File: src/rtl/imem_pkg.sv
// Constants and FSM encoding shared by the instruction memory and its loader.
package imem_pkg;

   localparam int IMEM_DEPTH  = 1024;
   localparam int IMEM_ADDR_W = 10;
   localparam int WORD_SHIFT  = 2;

   typedef enum logic [1:0] {
      IDLE  = 2'd0,
      LOAD  = 2'd1,
      WRITE = 2'd2,
      DONE  = 2'd3
   } ld_state_t;

   function automatic logic [31:0] word2byte(input logic [31:0] widx);
      return widx << WORD_SHIFT;
   endfunction

endpackage

File: src/rtl/imem_word_packer.sv
// Packs little-endian bytes into a 32-bit word; word_out is valid in the cycle of the 4th accept.
// No backpressure of its own: the caller decides when a byte is accepted.
module imem_word_packer (
   input  logic        clk,
   input  logic        rst,
   input  logic        clear,
   input  logic        accept,
   input  logic [7:0]  byte_in,
   output logic [31:0] word_out,
   output logic        word_full
);

   logic [23:0] shreg;
   logic [1:0]  byte_idx;

   // Earlier bytes shift down, so the current byte always lands in the top lane.
   assign word_out  = {byte_in, shreg};
   assign word_full = accept && (byte_idx == 2'd3);

   always_ff @(posedge clk or negedge rst) begin
      if (!rst) begin
         shreg    <= '0;
         byte_idx <= '0;
      end else if (clear) begin
         byte_idx <= '0;
      end else if (accept) begin
         shreg    <= word_out[31:8];
         byte_idx <= byte_idx + 2'd1;
      end
   end

endmodule

File: src/rtl/imem_loader.sv
// Loads a host byte stream into instruction memory as consecutive words, holding the core meanwhile.
// mem_we one cycle after the 4th byte, done one cycle later; byte_ready low outside LOAD (5 cycles/word best case).
module imem_loader
   import imem_pkg::*;
#(
   parameter int DEPTH         = IMEM_DEPTH,
   parameter int ADDR_W        = IMEM_ADDR_W,
   parameter bit HOLD_AT_RESET = 1'b1
) (
   input  logic            clk,
   input  logic            rst,
   input  logic            start,
   input  logic [ADDR_W:0] len,
   input  logic            abort,
   input  logic            byte_valid,
   input  logic [7:0]      byte_data,
   output logic            byte_ready,
   output logic            mem_we,
   output logic [31:0]     mem_addr,
   output logic [31:0]     mem_wdata,
   output logic            cpu_hold,
   output logic            busy,
   output logic            done,
   output logic            err,
   output logic [31:0]     checksum
);

   localparam logic [ADDR_W:0] DEPTH_L = (ADDR_W+1)'(DEPTH);
   localparam logic [ADDR_W:0] ONE_L   = (ADDR_W+1)'(1);

   ld_state_t         state, state_d;
   logic [ADDR_W-1:0] word_cnt, word_cnt_d;
   logic [ADDR_W:0]   len_q, len_d;
   logic [31:0]       checksum_d, addr_d, wdata_d, word;
   logic              we_d, done_d, err_d, hold_d;
   logic              len_ok, last_word, accept, clear, word_full;

   assign len_ok    = (len != '0) && (len <= DEPTH_L);
   assign last_word = ({1'b0, word_cnt} == (len_q - ONE_L));
   // An abort in the same cycle drops the byte on offer.
   assign accept    = byte_valid && byte_ready && !abort;
   assign clear     = ((state == IDLE) && start && len_ok) ||
                      (abort && ((state == LOAD) || (state == WRITE)));

   imem_word_packer u_packer (
      .clk       (clk),
      .rst       (rst),
      .clear     (clear),
      .accept    (accept),
      .byte_in   (byte_data),
      .word_out  (word),
      .word_full (word_full)
   );

   always_comb begin
      state_d    = state;
      word_cnt_d = word_cnt;
      len_d      = len_q;
      checksum_d = checksum;
      addr_d     = mem_addr;
      wdata_d    = mem_wdata;
      we_d       = 1'b0;
      done_d     = 1'b0;
      err_d      = 1'b0;
      hold_d     = cpu_hold;
      case (state)
         IDLE: begin
            if (start) begin
               if (len_ok) begin
                  state_d    = LOAD;
                  word_cnt_d = '0;
                  len_d      = len;
                  checksum_d = '0;
                  hold_d     = 1'b1;
               end else begin
                  err_d = 1'b1;
               end
            end
         end
         LOAD: begin
            if (abort) begin
               state_d = IDLE;
               err_d   = 1'b1;
            end else if (word_full) begin
               state_d = WRITE;
               we_d    = 1'b1;
               addr_d  = word2byte(32'(word_cnt));
               wdata_d = word;
            end
         end
         WRITE: begin
            // The write in flight always lands, so it always counts toward the sum.
            checksum_d = checksum + mem_wdata;
            if (abort) begin
               state_d = IDLE;
               err_d   = 1'b1;
            end else if (last_word) begin
               state_d = DONE;
               done_d  = 1'b1;
               hold_d  = 1'b0;
            end else begin
               state_d    = LOAD;
               word_cnt_d = word_cnt + ADDR_W'(1);
            end
         end
         DONE: state_d = IDLE;
         default: state_d = IDLE;
      endcase
   end

   always_ff @(posedge clk or negedge rst) begin
      if (!rst) begin
         state      <= IDLE;
         word_cnt   <= '0;
         len_q      <= '0;
         checksum   <= '0;
         mem_addr   <= '0;
         mem_wdata  <= '0;
         mem_we     <= 1'b0;
         done       <= 1'b0;
         err        <= 1'b0;
         cpu_hold   <= HOLD_AT_RESET;
         byte_ready <= 1'b0;
         busy       <= 1'b0;
      end else begin
         state      <= state_d;
         word_cnt   <= word_cnt_d;
         len_q      <= len_d;
         checksum   <= checksum_d;
         mem_addr   <= addr_d;
         mem_wdata  <= wdata_d;
         mem_we     <= we_d;
         done       <= done_d;
         err        <= err_d;
         cpu_hold   <= hold_d;
         byte_ready <= (state_d == LOAD);
         busy       <= (state_d == LOAD) || (state_d == WRITE);
      end
   end

endmodule

File: config.mk
export PLATFORM = sky130hd
export DESIGN_NAME = imem_loader
export DESIGN_NICKNAME = d
export VERILOG_FILES = /design/src/rtl/imem_pkg.sv /design/src/rtl/imem_word_packer.sv /design/src/rtl/imem_loader.sv
export SDC_FILE = /design/constraint.sdc
export NUM_CORES = 1
export LEC_CHECK = 0
export CORE_UTILIZATION = 45
export DETAILED_ROUTE_END_ITERATION = 10
export GPL_TIMING_DRIVEN = 0
export HOLD_SLACK_MARGIN = 0.08
export PLACE_DENSITY_LB_ADDON = 0.08
export SYNTH_ARGS = -nofsm -noshare
export SYNTH_HDL_FRONTEND = slang
export SYNTH_SLANG_ARGS = --single-unit
File: constraint.sdc
create_clock -name clk -period 4.08 [get_ports clk]
set_input_delay 1.224 -clock clk [delete_from_list [all_inputs] [get_ports clk]]
set_output_delay 1.224 -clock clk [all_outputs]
set_load 0.02 [all_outputs]
==> results.toml <==
[outcome]
status = "finished, final reports clean"

[worst_setup_path]
cp_max_fo = 10
endpoint_kind = "flop"
path_cells = "clkdlybuf4s50_1 -> nor4_1 -> nand3_1 -> xor2_1 -> and3_2 -> nor2_1 -> clkbuf_1 -> nand2_1 -> o31ai_1"
worstPathArrival_ps = 4080
reg2reg_depth = 9
crit_buf_inv = 2
crit_path_start_kind = "input pin"
reg2reg_to = "checksum[22]$_DFFE_PN0P_"
critPathSlowestCell = "nor2_1"
worstPathRequired_ps = 4400
path_class = "input pin to flop"
slowest_delay_ps = 510
r2r_start = "mem_wdata[0]$_DFFE_PN0P_"
r2r_setup_slack_ps = 530
cp_top_family = "simple AND/OR/NAND/NOR gates"

[timing]
setup_viol_count_final = 0
period_share_pct = 92.0
clock.fmax_mhz = 266
period_needed_ps = 3750
tightest_slew_ps = 866
drv_slew = 0
finalClockSkew_ps = 5.30
rsz0062_at_grt = "false"
slew_headroom_pct = 41.5
timing_hold_violations_final = 0
whs_ps = 504

[placed_design]
port_buffers = 103
dp_hpwl_um = 13400
place.gp.congestion = 0.977
dpl_cell_area_um2 = 8670

[clocking]
cts_max_level = 4
cts.path.max_buffers = 2
cts_made_buffers = 17
clk_pin_slew_worst_paths_ps = 60
cts_setup_buffers = 0
cts_root_buf = "clkbuf_16"
cts_tree = "yes"
clock_latency_ps = 420
cts_hold_buf = 0
clock_sinks = 129

[synthesis]
yosys.cell_count.top_type = "dfrtp_1"
synth_common_cells = "128 x dfrtp_1, 71 x mux2_2, 56 x nand2_1, 42 x o21ai_0, 39 x ha_1"
synth_flop_cell = "dfrtp_1"
ys_seq_area_share_pct = 44.5
yosysTopAreaCell = "dfrtp_1"
yosysWarnings = 0
yosys-top-cells-area = "dfrtp_1 44%, mux2_2 11%, ha_1 6.7%"
syn_inst = 693
synth_edf_count = 0
ys_ff_latch = 129
syn_avg_cell_area_um2 = 10.5
ys_types = 70
synthArstFlopShare_pct = 100
yosysTopAreaCellShare_pct = 44.1
synthesis.area_um2 = 7260

[cells_and_area]
fin_util_pct = 59.0
final_layout_size_suffix_gt1_share_pct = 17.3
nNetsFinal = 900
area_delta_synth_final_pct = 28.7
postLayoutCellArea_um2 = 9340
antennaDiodeCount = 0

[global_routing]
antenna_found_initial = 0
overflow = 0
grt_pass1_vias = 5632
grt_pass1_wl_um = 29200
grt_util_all_layers_pct = 23.2
grt_max_degree = 100

[worst_hold_path]
worstHoldEndpoint = "u_packer.shreg[2]$_DFFE_PN0P_"
hp-class = "flop to flop"
whs_path_depth = 1
hold_path_startpoint = "u_packer.shreg[2]$_DFFE_PN0P_"

[floorplanning]
io_pins = 126
design.die.area_um2 = 16600
num_rows = 46
start_util_pct = 45.8
die_h_um = 129
fp.coreArea_um2 = 15800
die_width_um = 129

[power]
pwr-share-clk_pct = 37.4
peakVddDrop_mv = 0.341
combPwrFrac_pct = 23.8
p_int_mw = 3.22
cellPowerDensity_nw_per_um2 = 492
p_sw_mw = 1.38
power.leakage_nw = 4.34
p_seq_share_pct = 38.8
switching_share_pct = 30.1

[drt]
num_vias = 5817
drt_iter0_drc = 303
drcViolationCount = 0
via_per_inst = 5.46
ant_nets = 0
wl_um = 18100
dr.pass1.iters = 5
avgRoutedWirePerCell_um = 17.0

[job]
maxCapViolations = 0
## kinds of logic (layout without fill, tap and decap cells)
family / count (synthesis) / in the layout / share of synthesized area (%)
AND/OR/NAND/NOR: 178 / 178 / 12.4
AO/OA/AOI/OAI: 158 / 158 / 14.3
flip-flops: 129 / 129 / 44.5
multiplexers: 76 / 76 / 11.7
buffers and inverters: 68 / 203 / 4.71
XOR/XNOR: 43 / 43 / 5.29
adder cells (fa/ha/maj): 40 / 40 / 7.00
other: 1 / 22 / 0.0517
## cells in the final DEF, fill, tap and decap left out, drive strengths merged, types with 24 or more instances in the layout
cell type,n
a21oi,30
ha,39
nand2,56
o21ai,47
buf,27
dfrtp,128
mux2,73
nor2,36
inv,24
clkdlybuf4s50,102
clkbuf,41
## power groups by stage
stage	sequential [mW]	combinational (mW)	clock (mW)
3_3_place_gp	1.79	1.05	0
6_report	1.79	1.09	1.72
3_5_place_dp	1.80	1.09	0
4_1_cts	1.78	1.09	1.75
5_1_grt	1.82	1.20	1.82
2_1_floorplan	1.78	0.704	0
## repair_timing
action	4_1_cts	5_1_grt
resized for setup	1	1
gates cloned	0	0
endpoints found under the setup margin	2	14
## metrics by stage
stage | power, mW | std cells | setup WS (ps) | setup TNS, ps
2_1_floorplan | 2.48 | 714 | 821 | 0
3_3_place_gp | 2.84 | 1033 | -3260 | -427200
3_5_place_dp | 2.89 | 1034 | -464 | -11400
4_1_cts | 4.63 | 1066 | 97.3 | 0
5_1_grt | 4.84 | 1065 | 127 | 0
6_report | 4.60 | 1065 | 327 | 0
## sequential cells by signal, summed over array words and instances, names as in the netlist
register	count
len_q	11
state	2
busy	1
u_packer.byte_idx	2
u_packer.shreg	24
done	1
mem_addr	10
mem_wdata	32
byte_ready	1
mem_we	1
cpu_hold	1
word_cnt	10
checksum	32
err	1
## layer usage
layer / vias up / routed length [µm] / track usage, %
li1: 2764 / - / -
met1: 2863 / 8560 / 31.7
met2: 159 / 8420 / 35.9
met3: 31 / 813 / 4.70
met4: 0 / 328 / 9.55
met5: - / 0 / 0
## worst register-to-register path: cells and delay by family, from the launching register on
family                     cells  cell delay (ps)
AOI/OAI and AO/OA              3             1130
adders and majority gates      2              660
and+or+nand+nor                4             1230
DFF                            1              410
## area by class of cell
type | instances | area (µm²)
inverter | 24 | 90.1
sequential | 129 | 3230
buffer | 43 | 249
clock buffer | 23 | 498
timing repair buffer | 104 | 1060
tap | 216 | 270
multi-input combinational | 517 | 3770
fill | 1331 | 6490
clock inverter | 9 | 175
## how the worst max path moves through the flow
stage                     startpoint                         to  depth (start not counted)
after floorplan               len[5]   checksum[31]$_DFFE_PN0P_                          9
after global placement           rst  mem_wdata[25]$_DFFE_PN0P_                          1
after detailed placement      len[4]   checksum[28]$_DFFE_PN0P_                         10
after CTS                     len[4]   checksum[31]$_DFFE_PN0P_                         10
after global routing          len[5]   checksum[23]$_DFFE_PN0P_                          9
final                         len[5]   checksum[30]$_DFFE_PN0P_                          9
Note: power is estimated with default switching activity, not from simulation.
